### config.mk
export PLATFORM = sky130hd
export DESIGN_NAME = fpa_accumulator
export DESIGN_NICKNAME = d
export VERILOG_FILES = /design/src/rtl/fpa_accumulator.sv
export SDC_FILE = /design/constraint.sdc
export NUM_CORES = 1
export LEC_CHECK = 0
export CAP_MARGIN = 0
export CORE_ASPECT_RATIO = 2
export CORE_MARGIN = 2
export CORE_UTILIZATION = 41
export CTS_CLUSTER_SIZE = 20
export DETAILED_ROUTE_END_ITERATION = 16
export PLACE_DENSITY = 0.81
export RECOVER_POWER = 50
export SYNTH_ARGS = -nofsm -noshare
export SYNTH_HDL_FRONTEND = slang
export SYNTH_SLANG_ARGS = --single-unit
### constraint.sdc
create_clock -name clk -period 2.3 [get_ports clk]
set_input_delay 0.345 -clock clk [delete_from_list [all_inputs] [get_ports clk]]
set_output_delay 0.345 -clock clk [all_outputs]
set_load 0.01 [all_outputs]
### src/rtl/fpa_accumulator.sv
// Sequential reduction stage that sums a valid/ready stream of floating-point
// numbers using an external combinational fpa adder.
module fpa_accumulator #(
  parameter int EXP_SIZE    = 8,
  parameter int MANTIS_SIZE = 23,
  parameter int CNT_WIDTH   = 16,
  localparam int W          = 1 + EXP_SIZE + MANTIS_SIZE
) (
  input  logic                 clk,
  input  logic                 rst,
  input  logic                 in_valid,
  output logic                 in_ready,
  input  logic [W-1:0]         in_data,
  input  logic                 in_last,
  output logic [W-1:0]         fpa_a,
  output logic [W-1:0]         fpa_b,
  input  logic [W-1:0]         fpa_result,
  output logic                 out_valid,
  input  logic                 out_ready,
  output logic [W-1:0]         out_sum,
  output logic [CNT_WIDTH-1:0] out_count,
  output logic [1:0]           dbg_state
);

  // Handshakes: a transfer happens on a rising edge where valid and ready are
  // both high; valid/data are held by the source until that edge.
  localparam logic [1:0] S_ACCEPT = 2'd0;
  localparam logic [1:0] S_ADD    = 2'd1;
  localparam logic [1:0] S_DONE   = 2'd2;

  localparam logic [CNT_WIDTH-1:0] CNT_MAX = {CNT_WIDTH{1'b1}};

  logic [1:0]           r_state;
  logic [W-1:0]         r_acc;
  logic [W-1:0]         r_op;
  logic                 r_last;
  logic [CNT_WIDTH-1:0] r_count;

  logic                 w_count_zero;
  logic                 w_count_sat;

  assign w_count_zero = (r_count == '0);
  assign w_count_sat  = (r_count == CNT_MAX);

  always_ff @(posedge clk) begin
    if (rst) begin
      r_state <= S_ACCEPT;
      r_acc   <= '0;
      r_op    <= '0;
      r_last  <= 1'b0;
      r_count <= '0;
    end else begin
      case (r_state)
        S_ACCEPT: begin
          if (in_valid) begin
            r_op    <= in_data;
            r_last  <= in_last;
            r_state <= S_ADD;
          end
        end
        S_ADD: begin
          // First element bypasses the adder so -0.0 survives untouched.
          if (w_count_zero) begin
            r_acc <= r_op;
          end else begin
            r_acc <= fpa_result;
          end
          if (!w_count_sat) begin
            r_count <= r_count + CNT_WIDTH'(1);
          end
          r_state <= r_last ? S_DONE : S_ACCEPT;
        end
        S_DONE: begin
          if (out_ready) begin
            r_acc   <= '0;
            r_count <= '0;
            r_state <= S_ACCEPT;
          end
        end
        default: begin
          r_state <= S_ACCEPT;
        end
      endcase
    end
  end

  assign in_ready  = (r_state == S_ACCEPT);
  assign out_valid = (r_state == S_DONE);
  assign fpa_a     = r_acc;
  assign fpa_b     = r_op;
  assign out_sum   = r_acc;
  assign out_count = r_count;
  assign dbg_state = r_state;

endmodule

==> impl_metrics.xml <==
<?xml version="1.0" encoding="UTF-8"?>
<metrics>
  <group name="finish">
    <metric name="multi_input_area" unit="um2">1780</metric>
    <metric name="nets" unit="">645</metric>
    <metric name="num_antenna_cells" unit="">0</metric>
    <metric name="postLayoutCellArea" unit="um2">5840</metric>
    <metric name="area_growth" unit="%">52.7</metric>
    <metric name="ff_latch_area" unit="um2">1660</metric>
    <metric name="layout-drive-gt1-share" unit="%">6.39</metric>
    <metric name="final-instance-count-excl-fill" unit="">681</metric>
    <metric name="fillers" unit="">806</metric>
  </group>
  <group name="route">
    <metric name="firstDrtPassIters" unit="">4</metric>
    <metric name="vias" unit="">3793</metric>
    <metric name="route.antenna.remaining_nets" unit="">0</metric>
    <metric name="wl" unit="um">13100</metric>
    <metric name="wire_per_inst" unit="um">19.2</metric>
    <metric name="detail_route.vias_per_cell" unit="">5.57</metric>
    <metric name="first_iter_violations" unit="">240</metric>
    <metric name="drcViolationCount" unit="">0</metric>
  </group>
  <group name="worst_setup_path">
    <metric name="worst-endpoint-required" unit="ns">1.96</metric>
    <metric name="crit_path_end_kind" unit="">primary output</metric>
    <metric name="timing.critical_path.arrival" unit="ns">1.73</metric>
    <metric name="worstPathMaxFanout" unit="">10</metric>
    <metric name="critPathLaunchType" unit="">flop</metric>
    <metric name="worstSetupPathType" unit="">flop to primary output</metric>
  </group>
  <group name="grt">
    <metric name="number_of_global_route_vias_before_repair" unit="">3846</metric>
    <metric name="grt_pass1_wl" unit="um">20000</metric>
    <metric name="grt_max_degree" unit="">34</metric>
    <metric name="number_of_antenna_violations_at_the_first_check_in_global_routing" unit="">0</metric>
    <metric name="global_route.usage.total" unit="%">25.4</metric>
    <metric name="grt_overflow" unit="">0</metric>
  </group>
  <group name="power">
    <metric name="power.total" unit="mW">3.48</metric>
    <metric name="worst_ir_drop_vdd" unit="mV">0.399</metric>
    <metric name="power.leakage" unit="nW">2.23</metric>
    <metric name="power_per_cell_area" unit="nW/um2">595</metric>
  </group>
  <group name="synthesis">
    <metric name="share_of_flip_flops_with_an_asynchronous_set_or_reset_after_synthesis" unit="%">0</metric>
    <metric name="synth.area.top_cells" unit="">sky130_fd_sc_hd__dfxtp_1 43%, sky130_fd_sc_hd__mux2i_1 8.6%, sky130_fd_sc_hd__o2bb2ai_1 7.8%</metric>
    <metric name="synth_warnings" unit="">0</metric>
    <metric name="netlist_instances" unit="">422</metric>
    <metric name="synth_top_area_cell" unit="">sky130_fd_sc_hd__dfxtp_1</metric>
    <metric name="synth_top_cells_by_count" unit="">83 x sky130_fd_sc_hd__dfxtp_1, 76 x sky130_fd_sc_hd__nand2_1, 38 x sky130_fd_sc_hd__a21oi_1</metric>
    <metric name="synth_top_area_share" unit="%">43.4</metric>
    <metric name="number_of_synthesized_register_bits" unit="">83</metric>
    <metric name="yosys_most_used_dff" unit="">sky130_fd_sc_hd__dfxtp_1</metric>
    <metric name="synth.lib_cells_used.distinct" unit="">47</metric>
    <metric name="syn_nets" unit="">493</metric>
    <metric name="post-synth-top-count-cell" unit="">sky130_fd_sc_hd__dfxtp_1</metric>
    <metric name="edff_count_synth" unit="">0</metric>
    <metric name="synth.cell_area" unit="um2">3830</metric>
    <metric name="post_syn_area_per_cell" unit="um2">9.07</metric>
    <metric name="ys_seq_area_share" unit="%">43.4</metric>
  </group>
  <group name="place">
    <metric name="place_congestion" unit="">0.994</metric>
    <metric name="hpwlAfterDp" unit="um">9680</metric>
    <metric name="placedCellCount" unit="">665</metric>
    <metric name="dp_worst_setup_slack" unit="ns">0.324</metric>
    <metric name="port_buffers" unit="">184</metric>
    <metric name="placed_cell_area" unit="um2">5570</metric>
  </group>
  <group name="timing">
    <metric name="tightestPinTransition" unit="ns">0.755</metric>
    <metric name="grt_setup_unrepaired" unit="">no</metric>
    <metric name="timing.setup.tns" unit="ns">0</metric>
    <metric name="clock-skew-final" unit="ns">0.00781</metric>
    <metric name="final-hold-violation-count" unit="">0</metric>
    <metric name="final_period_minus_worst_setup_slack" unit="ns">2.08</metric>
    <metric name="fmax" unit="MHz">482</metric>
    <metric name="timing.final.setup_violations" unit="">0</metric>
    <metric name="max_slew_margin_vs_limit" unit="%">49.7</metric>
    <metric name="maxSlewViolCount" unit="">0</metric>
    <metric name="fin_crit_sh" unit="%">90.3</metric>
    <metric name="post-route-worst-setup-slack" unit="ns">0.224</metric>
  </group>
  <group name="cts">
    <metric name="number_of_buffers_added_for_setup_after_cts" unit="">0</metric>
    <metric name="clock_root_buffer" unit="">sky130_fd_sc_hd__clkbuf_16</metric>
    <metric name="cts_hold_buf" unit="">0</metric>
    <metric name="post_cts.resized_instances" unit="">0</metric>
    <metric name="clock_insertion_delay_worst_skew" unit="ns">0.33</metric>
    <metric name="max-clock-path-buffers" unit="">2</metric>
    <metric name="cts_buffers" unit="">9</metric>
    <metric name="clkSinkCount" unit="">83</metric>
    <metric name="h-tree-depth" unit="">3</metric>
    <metric name="clk_pin_slew_worst_paths" unit="ns">0.06</metric>
    <metric name="cts_tree" unit="">done</metric>
  </group>
  <group name="die">
    <metric name="floorplan.initialDensity" unit="%">42.5</metric>
    <metric name="floorplan.io_pins" unit="">185</metric>
    <metric name="die_h" unit="um">141</metric>
    <metric name="fp.coreArea" unit="um2">9010</metric>
    <metric name="dieArea" unit="um2">10200</metric>
    <metric name="core.rowCount" unit="">49</metric>
    <metric name="die-width" unit="um">72.3</metric>
  </group>
  <group name="job">
    <metric name="maxCapViolations" unit="">0</metric>
  </group>
  <group name="hold_path">
    <metric name="worst_hold_path_type" unit="">input pin to flop</metric>
  </group>
  <group name="status">
    <metric name="run_status" unit="">completed</metric>
  </group>
</metrics>
-- cells by family after synthesis --
kind of cell,after synthesis,synth area share (%)
compound gates,107,20.3
fa+ha+maj,2,0.654
buf+inv,64,10.1
flops,83,43.4
mux,33,8.63
simple gates,133,16.9
-- power by group --
| group | internal (mW) | switching [mW] | total, mW |
|---|---|---|---|
| combinational | 0.323 | 0.269 | 0.592 |
| sequential | 1.50 | 0.0496 | 1.55 |
| clock | 0.765 | 0.572 | 1.34 |
| total | 2.59 | 0.891 | 3.48 |
-- cell type report --
| class | count | area share [%] |
|---|---|---|
| timing repair buffer | 200 | 33.6 |
| multi-input combinational | 275 | 30.5 |
| clock inverter | 5 | 0.642 |
| inverter | 5 | 0.535 |
| tap | 102 | 2.18 |
| sequential | 83 | 28.4 |
| clock buffer | 11 | 4.15 |
-- final timing paths --
kind / end / cells past startpoint / slack, ns / start
worst min-delay path: fpa_b[15] / 2 / 0.38 / rst
worst max-delay path: out_valid / 3 / 0.22 / dbg_state[0]
worst max register to register: fpa_a[18] / 8 / 0.42 / out_count[0]
worst min register to register: r_last / 2 / 0.46 / r_last
-- layout by cell type (no fill, tap or decap), types with 2 or more instances in the layout --
cell type	count
sky130_fd_sc_hd__a211oi_1	5
sky130_fd_sc_hd__a21boi_0	2
sky130_fd_sc_hd__a21o_1	3
sky130_fd_sc_hd__a21oi_1	38
sky130_fd_sc_hd__a221oi_1	3
sky130_fd_sc_hd__a31oi_1	4
sky130_fd_sc_hd__a41oi_1	5
sky130_fd_sc_hd__and2_1	2
sky130_fd_sc_hd__and3_1	2
sky130_fd_sc_hd__and4_1	4
sky130_fd_sc_hd__buf_4	13
sky130_fd_sc_hd__clkbuf_1	2
sky130_fd_sc_hd__clkbuf_16	9
sky130_fd_sc_hd__clkdlybuf4s50_1	119
sky130_fd_sc_hd__clkinvlp_4	2
sky130_fd_sc_hd__dfxtp_1	83
sky130_fd_sc_hd__dlygate4sd3_1	64
sky130_fd_sc_hd__ha_1	2
sky130_fd_sc_hd__inv_1	4
sky130_fd_sc_hd__mux2i_1	33
sky130_fd_sc_hd__nand2_1	76
sky130_fd_sc_hd__nand2b_1	9
sky130_fd_sc_hd__nand3_1	5
sky130_fd_sc_hd__nand3b_1	2
sky130_fd_sc_hd__nand4_1	3
sky130_fd_sc_hd__nand4b_1	3
sky130_fd_sc_hd__nor2_1	9
sky130_fd_sc_hd__nor3_1	5
sky130_fd_sc_hd__nor4_1	4
sky130_fd_sc_hd__nor4b_1	2
sky130_fd_sc_hd__o21ai_0	2
sky130_fd_sc_hd__o22ai_1	2
sky130_fd_sc_hd__o2bb2ai_1	34
sky130_fd_sc_hd__or4_1	2
-- layer usage --
layer,GRT usage [%],up-vias,wire length (um)
li1,-,1803,-
met1,26.2,1767,4610
met2,45.5,178,7050
met3,5.00,45,775
met4,15.2,0,671
met5,0,-,0
-- through the flow --
stage	hold WS (ns)	utilization, %
final	0.382	64.8
after global routing	0.377	64.8
after CTS	0.364	64.9
after detailed placement	0.456	61.8
after global placement	0.449	61.8
after floorplan	0.437	-
-- sequential cells by signal, indices dropped and copies added (netlist names) --
register,count
fpa_a,32
r_last,1
dbg_state,2
out_count,16
fpa_b,32
-- worst max-delay path: stages, from the launching register on --
cell                              delay, ns
sky130_fd_sc_hd__dfxtp_1               0.47
sky130_fd_sc_hd__nand2b_1              0.31
sky130_fd_sc_hd__clkinv_8              0.13
sky130_fd_sc_hd__clkdlybuf4s50_1       0.50
(Power assumes the default switching activity.)
